**src/rtl/acc_ctrl_seq.sv**
```systemverilog
// Multi-cycle control unit for the 8-bit accumulator datapath: fetches, decodes and sequences
// instructions, owning the program counter and instruction register.
module acc_ctrl_seq #(
  parameter int unsigned DATA_W = 8,
  parameter int unsigned ADDR_W = 4,
  parameter int unsigned OPC_W  = 4
) (
  input  logic              clk,
  input  logic              rst,
  input  logic              start,
  input  logic [DATA_W-1:0] mem_rdata,
  input  logic              acc_zero,
  output logic [ADDR_W-1:0] mem_addr,
  output logic              mem_rd,
  output logic              mem_we,
  output logic              a_ce,
  output logic [2:0]        alu_op,
  output logic              b_sel,
  output logic [DATA_W-1:0] imm,
  output logic [ADDR_W-1:0] pc,
  output logic              busy,
  output logic              halted
);

  typedef enum logic [2:0] {
    StIdle,
    StFetch,
    StDecode,
    StMemRd,
    StExec,
    StHalt
  } state_e;

  localparam logic [OPC_W-1:0] OpLda = OPC_W'(1);
  localparam logic [OPC_W-1:0] OpSta = OPC_W'(2);
  localparam logic [OPC_W-1:0] OpAdd = OPC_W'(3);
  localparam logic [OPC_W-1:0] OpSub = OPC_W'(4);
  localparam logic [OPC_W-1:0] OpAnd = OPC_W'(5);
  localparam logic [OPC_W-1:0] OpOr  = OPC_W'(6);
  localparam logic [OPC_W-1:0] OpJmp = OPC_W'(7);
  localparam logic [OPC_W-1:0] OpJz  = OPC_W'(8);
  localparam logic [OPC_W-1:0] OpLdi = OPC_W'(9);
  localparam logic [OPC_W-1:0] OpHlt = OPC_W'(15);

  localparam logic [2:0] AluPass = 3'd0;
  localparam logic [2:0] AluAdd  = 3'd1;
  localparam logic [2:0] AluSub  = 3'd2;
  localparam logic [2:0] AluAnd  = 3'd3;
  localparam logic [2:0] AluOr   = 3'd4;

  state_e              state_q, state_d;
  logic [ADDR_W-1:0]   pc_q, pc_d;
  logic [DATA_W-1:0]   ir_q, ir_d;
  logic [OPC_W-1:0]    ir_opc, rd_opc;
  logic [ADDR_W-1:0]   ir_addr;

  assign ir_opc  = ir_q[DATA_W-1 -: OPC_W];
  assign ir_addr = ir_q[ADDR_W-1:0];
  assign rd_opc  = mem_rdata[DATA_W-1 -: OPC_W];
  assign pc      = pc_q;

  function automatic logic is_mem_op(input logic [OPC_W-1:0] opc);
    return opc inside {OpLda, OpAdd, OpSub, OpAnd, OpOr};
  endfunction

  always_ff @(posedge clk) begin
    if (rst) begin
      state_q <= StIdle;
      pc_q    <= '0;
      ir_q    <= '0;
    end else begin
      state_q <= state_d;
      pc_q    <= pc_d;
      ir_q    <= ir_d;
    end
  end

  always_comb begin
    state_d  = state_q;
    pc_d     = pc_q;
    ir_d     = ir_q;
    mem_addr = pc_q;
    mem_rd   = 1'b0;
    mem_we   = 1'b0;
    a_ce     = 1'b0;
    alu_op   = AluPass;
    b_sel    = 1'b0;
    imm      = {{(DATA_W-ADDR_W){1'b0}}, ir_addr};
    busy     = 1'b0;
    halted   = 1'b0;

    unique case (state_q)
      StIdle: begin
        if (start) state_d = StFetch;
      end
      StFetch: begin
        busy    = 1'b1;
        mem_rd  = 1'b1;
        state_d = StDecode;
      end
      StDecode: begin
        busy    = 1'b1;
        ir_d    = mem_rdata;
        pc_d    = pc_q + ADDR_W'(1);
        state_d = is_mem_op(rd_opc) ? StMemRd : StExec;
      end
      StMemRd: begin
        busy     = 1'b1;
        mem_addr = ir_addr;
        mem_rd   = 1'b1;
        state_d  = StExec;
      end
      StExec: begin
        busy    = 1'b1;
        state_d = StFetch;
        case (ir_opc)
          OpLda: begin a_ce = 1'b1; alu_op = AluPass; end
          OpAdd: begin a_ce = 1'b1; alu_op = AluAdd;  end
          OpSub: begin a_ce = 1'b1; alu_op = AluSub;  end
          OpAnd: begin a_ce = 1'b1; alu_op = AluAnd;  end
          OpOr:  begin a_ce = 1'b1; alu_op = AluOr;   end
          OpLdi: begin a_ce = 1'b1; b_sel = 1'b1;     end
          OpSta: begin
            mem_addr = ir_addr;
            mem_we   = 1'b1;
          end
          OpJmp: pc_d = ir_addr;
          OpJz:  if (acc_zero) pc_d = ir_addr;
          OpHlt: state_d = StHalt;
          default: ;  // undefined opcodes behave as NOP
        endcase
      end
      StHalt: begin
        halted = 1'b1;
        if (start) begin
          pc_d    = '0;
          state_d = StFetch;
        end
      end
      default: state_d = StIdle;
    endcase

    // Strobes must drop in the very cycle reset rises so no partial write escapes.
    if (rst) begin
      mem_addr = '0;
      mem_rd   = 1'b0;
      mem_we   = 1'b0;
      a_ce     = 1'b0;
      alu_op   = AluPass;
      b_sel    = 1'b0;
      imm      = '0;
      busy     = 1'b0;
      halted   = 1'b0;
    end
  end

endmodule

```
**config.mk**
```make
export PLATFORM = sky130hd
export DESIGN_NAME = acc_ctrl_seq
export DESIGN_NICKNAME = d
export VERILOG_FILES = /design/src/rtl/acc_ctrl_seq.sv
export SDC_FILE = /design/constraint.sdc
export NUM_CORES = 1
export LEC_CHECK = 0
export CAP_MARGIN = 20
export CORE_MARGIN = 3
export CORE_UTILIZATION = 40
export CTS_BUF_LIST = sky130_fd_sc_hd__clkbuf_16
export CTS_CLUSTER_DIAMETER = 30
export DETAILED_ROUTE_END_ITERATION = 8
export GPL_TIMING_DRIVEN = 1
export PLACE_DENSITY = 0.71
export SETUP_SLACK_MARGIN = 0.1
export SYNTH_ARGS = -nofsm -noshare
export SYNTH_HDL_FRONTEND = slang
export SYNTH_SLANG_ARGS = --single-unit
```
**constraint.sdc**
```tcl
create_clock -name clk -period 2.4 [get_ports clk]
set_input_delay 0.24 -clock clk [delete_from_list [all_inputs] [get_ports clk]]
set_output_delay 0.24 -clock clk [all_outputs]
set_load 0.03 [all_outputs]
```
Word level (Yosys, flattened, before mapping):

Cells that the tools add are included.

* memories: 0
* RAM bits: 0
* latch bits: 0
* bits in registers: 15
* bits in read-only memories: 0
* logic and storage cells: 66
* output and inout bits: 25

* $mul: 0
* shifts and indexed selects: 0
* multiplexer cells: 30
* bitwise operators: 0
* $lt $le $gt $ge: 0
* reduce and logical (&&, ||, !) cells: 8
* divide/modulo/power cells: 0
* add/subtract/negate cells: 1
* eq/ne operators: 24

Operator list (number)
* $eq A4 B3 Y1 const B: 7
* $mux W4: 5
* $pmux W4 S2: 2
* $mux W1: 15
* $mux W3: 5
* $pmux W3 S5: 1
* $eq A4 B2 Y1 const B: 3
* $eq A4 B4 Y1 const B: 3
* $pmux W3 S4: 1
* $pmux W4 S3: 1
* $eq A4 B1 Y1 const B: 2
* $eq A3 B2 Y1 const B: 2
* $eq A3 B3 Y1 const B: 2
* $reduce_or A6 Y1: 1
* $reduce_bool A5 Y1: 1
* $add A4 B1 Y4 const B: 1
* $reduce_and A4 Y1: 1
* $reduce_or A2 Y1: 2
* $reduce_or A4 Y1: 1
* $eq A3 B1 Y1 const B: 1
* $logic_not A3 Y1: 1
* $ne A3 B2 Y1 const B: 1
* $ne A3 B3 Y1 const B: 1
* $reduce_bool A3 Y1: 1
* 2 further kinds: 2

Logic depth before layout (Yosys ltp):

* depth in word-level cells: 5
* mapped depth: 6
* gate-level depth less buffers: 4

Least setup slack after synthesis:

No wires, ideal clock.

* path kind: register to output
* from: register state_q[1]
* to: output alu_op[2]
* cell stages (with the launch flop): 4
* path slack: 0.187 ns
* path buffers: 1
* arrival: 1.973 ns
* required time: 2.160 ns
* path through: dfxtp_1 -> buf_6 -> or4b_1 -> nor4_1

* cells in the longest elaborated chain, start to end: 3

RTL lines
* start, declared: line 51 `state_e state_q, state_d;`
* start signal, assigned: line 68 `state_q <= StIdle;`
* start signal, assigned: line 72 `state_q <= state_d;`
* $eq A3 B3 Y1: line 92 `unique case (state_q)`
* $mux W3: line 92
* $mux W3: line 144 `if (rst) begin`
* end, declared: line 17 `output logic [2:0] alu_op,`

Every way passes these cells.

Worst setup path in the final report:

* from: register state_q[1]
* to: output busy

* cells in the longest elaborated chain, start to end: 4
* elaborated cells between the ends (all ways): 7

RTL lines
* $eq A3 B3 Y1, or another cell as far along: line 92
* $reduce_or A4 Y1 (no source line) *
* $mux W1 *: line 92
* $mux W1 *: line 144
* end, declared: line 21 `output logic busy,`

Every way passes the cells marked *; elsewhere a longest branch is shown, timed or not.

==> flow_summary_export.csv <==
group,metric,value,unit
layout,most_frequent_standard_cell_in_the_layout_excluding_fill_and_tap_cells,"sky130_fd_sc_hd__nor2_1",
die,placeableCoreArea,2570,um^2
timing,tns,0,ns
yosys,synth_largest_area_cell,"sky130_fd_sc_hd__dfxtp_1",
clock_tree,clk-insertion-delay-late,0.25,ns
die,placementRows,18,
run,maxCapViolCount,0,
detailed_routing,route.vias.total,1125,
detailed_routing,detailedRoute.firstIterationViolations,26,
status,run_status,"completed",
detailed_routing,firstDrtPassIters,4,
timing,maxSlewViolCount,0,
clock_tree,cts_tree,"done",
power_and_ir_drop,p_switching,215,uW
layout,post-route-util,59.1,%
timing,final.setup_skew,0.00360,ns
setup_path,critPathCaptureType,"output pin",
timing,setup_viol,0,
yosys,synthFlopType,"sky130_fd_sc_hd__dfxtp_1",
yosys,yosys-top-cells-area,"sky130_fd_sc_hd__dfxtp_1 27%, sky130_fd_sc_hd__mux2i_1 11%, sky130_fd_sc_hd__nor2_1 8.1%, sky130_fd_sc_hd__buf_6 4.1%, sky130_fd_sc_hd__buf_4 3.4%",
yosys,number_of_flops_mapped_to_enable_cells_by_yosys,0,
layout,multi_input_area,709,um^2
power_and_ir_drop,share_seq_of_total_power,35.7,%
detailed_routing,drtAntennaViolNets,0,
die,die_h,58.7,um
setup_path,criticalPathCategory,"flop to output pin",
layout,area_growth,36.6,%
global_route,grt_overflow_total,0,
layout,layout_common_cells,"24 x sky130_fd_sc_hd__nor2_1, 20 x sky130_fd_sc_hd__clkdlybuf4s50_1, 18 x sky130_fd_sc_hd__buf_4, 15 x sky130_fd_sc_hd__dfxtp_1, 12 x sky130_fd_sc_hd__mux2i_1",
detailed_routing,wirelength_per_cell,14.7,um
setup_path,critical_path_required,2.16,ns
detailed_routing,post_drt_via_cell_ratio,5.57,
die,die_width,58.7,um
yosys,number_of_warnings_printed_during_yosys_synthesis,0,
placed_design,dp_hpwl,2230,um
timing,hold_violations,0,
power_and_ir_drop,combinationalPowerShare,22.0,%
clock_tree,clockRootBuffer,"sky130_fd_sc_hd__clkbuf_16",
setup_path,timing.critical_path.arrival,2.00,ns
timing,timing.fmax,0.447,GHz
layout,num-fill-cells,234,
placed_design,port-buffer-count,32,
power_and_ir_drop,leakagePower,0.630,nW
yosys,synth-async-reset-ratio,0,%
layout,layout.nets,186,
power_and_ir_drop,irDropWorstVdd,0.308,mV
timing,final_period_minus_worst_setup_slack,2.24,ns
layout,seq_area,300,um^2
clock_tree,post_cts_hold_buffer_count,0,
timing,worst_hold_slack,0.530,ns
yosys,postSynthAreaPerCell,8.05,um^2
global_route,grt_pass1_wl,4870,um
yosys,synth.cell_area,1110,um^2
clock_tree,max-clock-path-buffers,2,
yosys,yosysSeqAreaShare,27.0,%
timing,rsz0062_at_grt,"true",
clock_tree,tritoncts_num_sinks,15,
power_and_ir_drop,pwr-share-clk,42.3,%
layout,drive_above_1_share,15.1,%
yosys,synth.distinct_cells,44,
layout,insertedDiodeCount,0,
yosys,netlist.area_leader.share,27.0,%
global_route,grt_antenna_before_repair,0,
hold_path,min_path_type,"flop to flop",
die,floorplan.initialDensity,43.3,%
setup_path,start_kind,"flop",
power_and_ir_drop,p_per_area,511,nW/um^2
die,fp.dieArea,3450,um^2
clock_tree,clkTransAtPathRegs,0.05,ns
power_and_ir_drop,sw_frac_of_total,27.7,%
yosys,postSynthRegisterBits,15,
clock_tree,htree_num_levels,1,
yosys,synthCells,138,
global_route,grt_pass1_vias,1123,
detailed_routing,routed_wl,2970,um
global_route,maximum_number_of_pins_on_one_net_before_global_route_repair,16,
die,top_level_ports,37,
timing,post_route_clock_period_utilization,93.2,%
placed_design,gp_routability_congestion,0.859,
setup_path,path_max_fanout,11,
global_route,grt_total_usage,18.2,%
detailed_routing,drc,0,
power_and_ir_drop,power.internal,562,uW
clock_tree,cts_made_buffers,3,
-- metal layers --
layer	vias up	track usage (%)	share of wire [%]
li1	552	-	-
met1	528	21.7	43
met2	40	31.1	49
met3	5	3.51	6.7
met4	0	9.06	1.4
met5	-	0	0
-- synthesized netlist by cell type, types with 4 or more instances --
cell	number
sky130_fd_sc_hd__nor2b_1	5
sky130_fd_sc_hd__dfxtp_1	15
sky130_fd_sc_hd__nand2_1	7
sky130_fd_sc_hd__mux2i_1	12
sky130_fd_sc_hd__nand3_1	6
sky130_fd_sc_hd__clkbuf_1	4
sky130_fd_sc_hd__a21oi_1	6
sky130_fd_sc_hd__buf_6	4
sky130_fd_sc_hd__buf_4	5
sky130_fd_sc_hd__nor2_1	24
-- flip-flops by register name, indices dropped and copies added, names as in the netlist --
| name | flops |
|---|---|
| ir_q | 8 |
| pc | 4 |
| state_q | 3 |
-- worst paths after layout --
| check | startpoint | endpoint | slack, ns | depth (start not counted) |
|---|---|---|---|---|
| max | state_q[1] | busy | 0.16 | 6 |
| max reg2reg | state_q[0] | pc[2] | 0.71 | 6 |
| min | ir_q[3] | pc[3] | 0.53 | 2 |
| min reg2reg | ir_q[3] | pc[3] | 0.53 | 2 |
-- cell families (layout without fill, tap and decap cells) --
| kind of cell | Yosys count | count (layout) | share of synthesized area, % |
|---|---|---|---|
| AND/OR/NAND/NOR | 64 | 64 | 31.8 |
| flip-flops | 15 | 15 | 27.0 |
| AO/OA/AOI/OAI | 24 | 24 | 15.2 |
| XOR/XNOR | 2 | 2 | 1.58 |
| other | 1 | 4 | 0.338 |
| buffers and inverters | 18 | 49 | 10.8 |
| adder cells (fa/ha/maj) | 1 | 1 | 1.13 |
| multiplexers | 13 | 13 | 12.2 |
-- per-stage QoR --
step | power, mW | area (um^2) | worst slack, ns | cells
2_1_floorplan | 0.397 | 1120 | 0.187 | 141
3_3_place_gp | 0.448 | 1430 | 0.259 | 198
3_5_place_dp | 0.452 | 1430 | 0.0971 | 198
4_1_cts | 0.775 | 1510 | 0.118 | 202
5_1_grt | 0.799 | 1520 | 0.0520 | 202
6_report | 0.776 | 1520 | 0.163 | 202
-- power groups by stage --
stage / Sequential (mW) / Combinational (mW) / Clock [mW]
after CTS: 0.277 / 0.170 / 0.328
after global routing: 0.279 / 0.186 / 0.334
final: 0.277 / 0.171 / 0.328
after floorplan: 0.283 / 0.115 / 0
after detailed placement: 0.281 / 0.171 / 0
after global placement: 0.281 / 0.167 / 0
-- what timing repair did --
action | in CTS | in global routing
buffers inserted | 0 | 0
resized for setup | 4 | 4
endpoints found under the setup margin | 4 | 5
-- final cells by class --
type                            instances  share of cell area, %
Clock buffer                            3                   4.95
Timing Repair Buffer                   43                   25.3
Inverter                                2                  0.495
Multi-Input combinational cell        108                   46.7
Tap cell                               30                   2.47
Clock inverter                          1                  0.247
Sequential cell                        15                   19.8
-- worst max-delay path: stages, from the launching register on --
cell and delay [ns]:
sky130_fd_sc_hd__dfxtp_1 0.31, sky130_fd_sc_hd__buf_4 0.17, sky130_fd_sc_hd__nor3b_1 0.25, sky130_fd_sc_hd__buf_4 0.17, sky130_fd_sc_hd__nor2_1 0.04, sky130_fd_sc_hd__nor2_1 0.11
sky130_fd_sc_hd__clkdlybuf4s50_1 0.69
(Power assumes the default switching activity.)
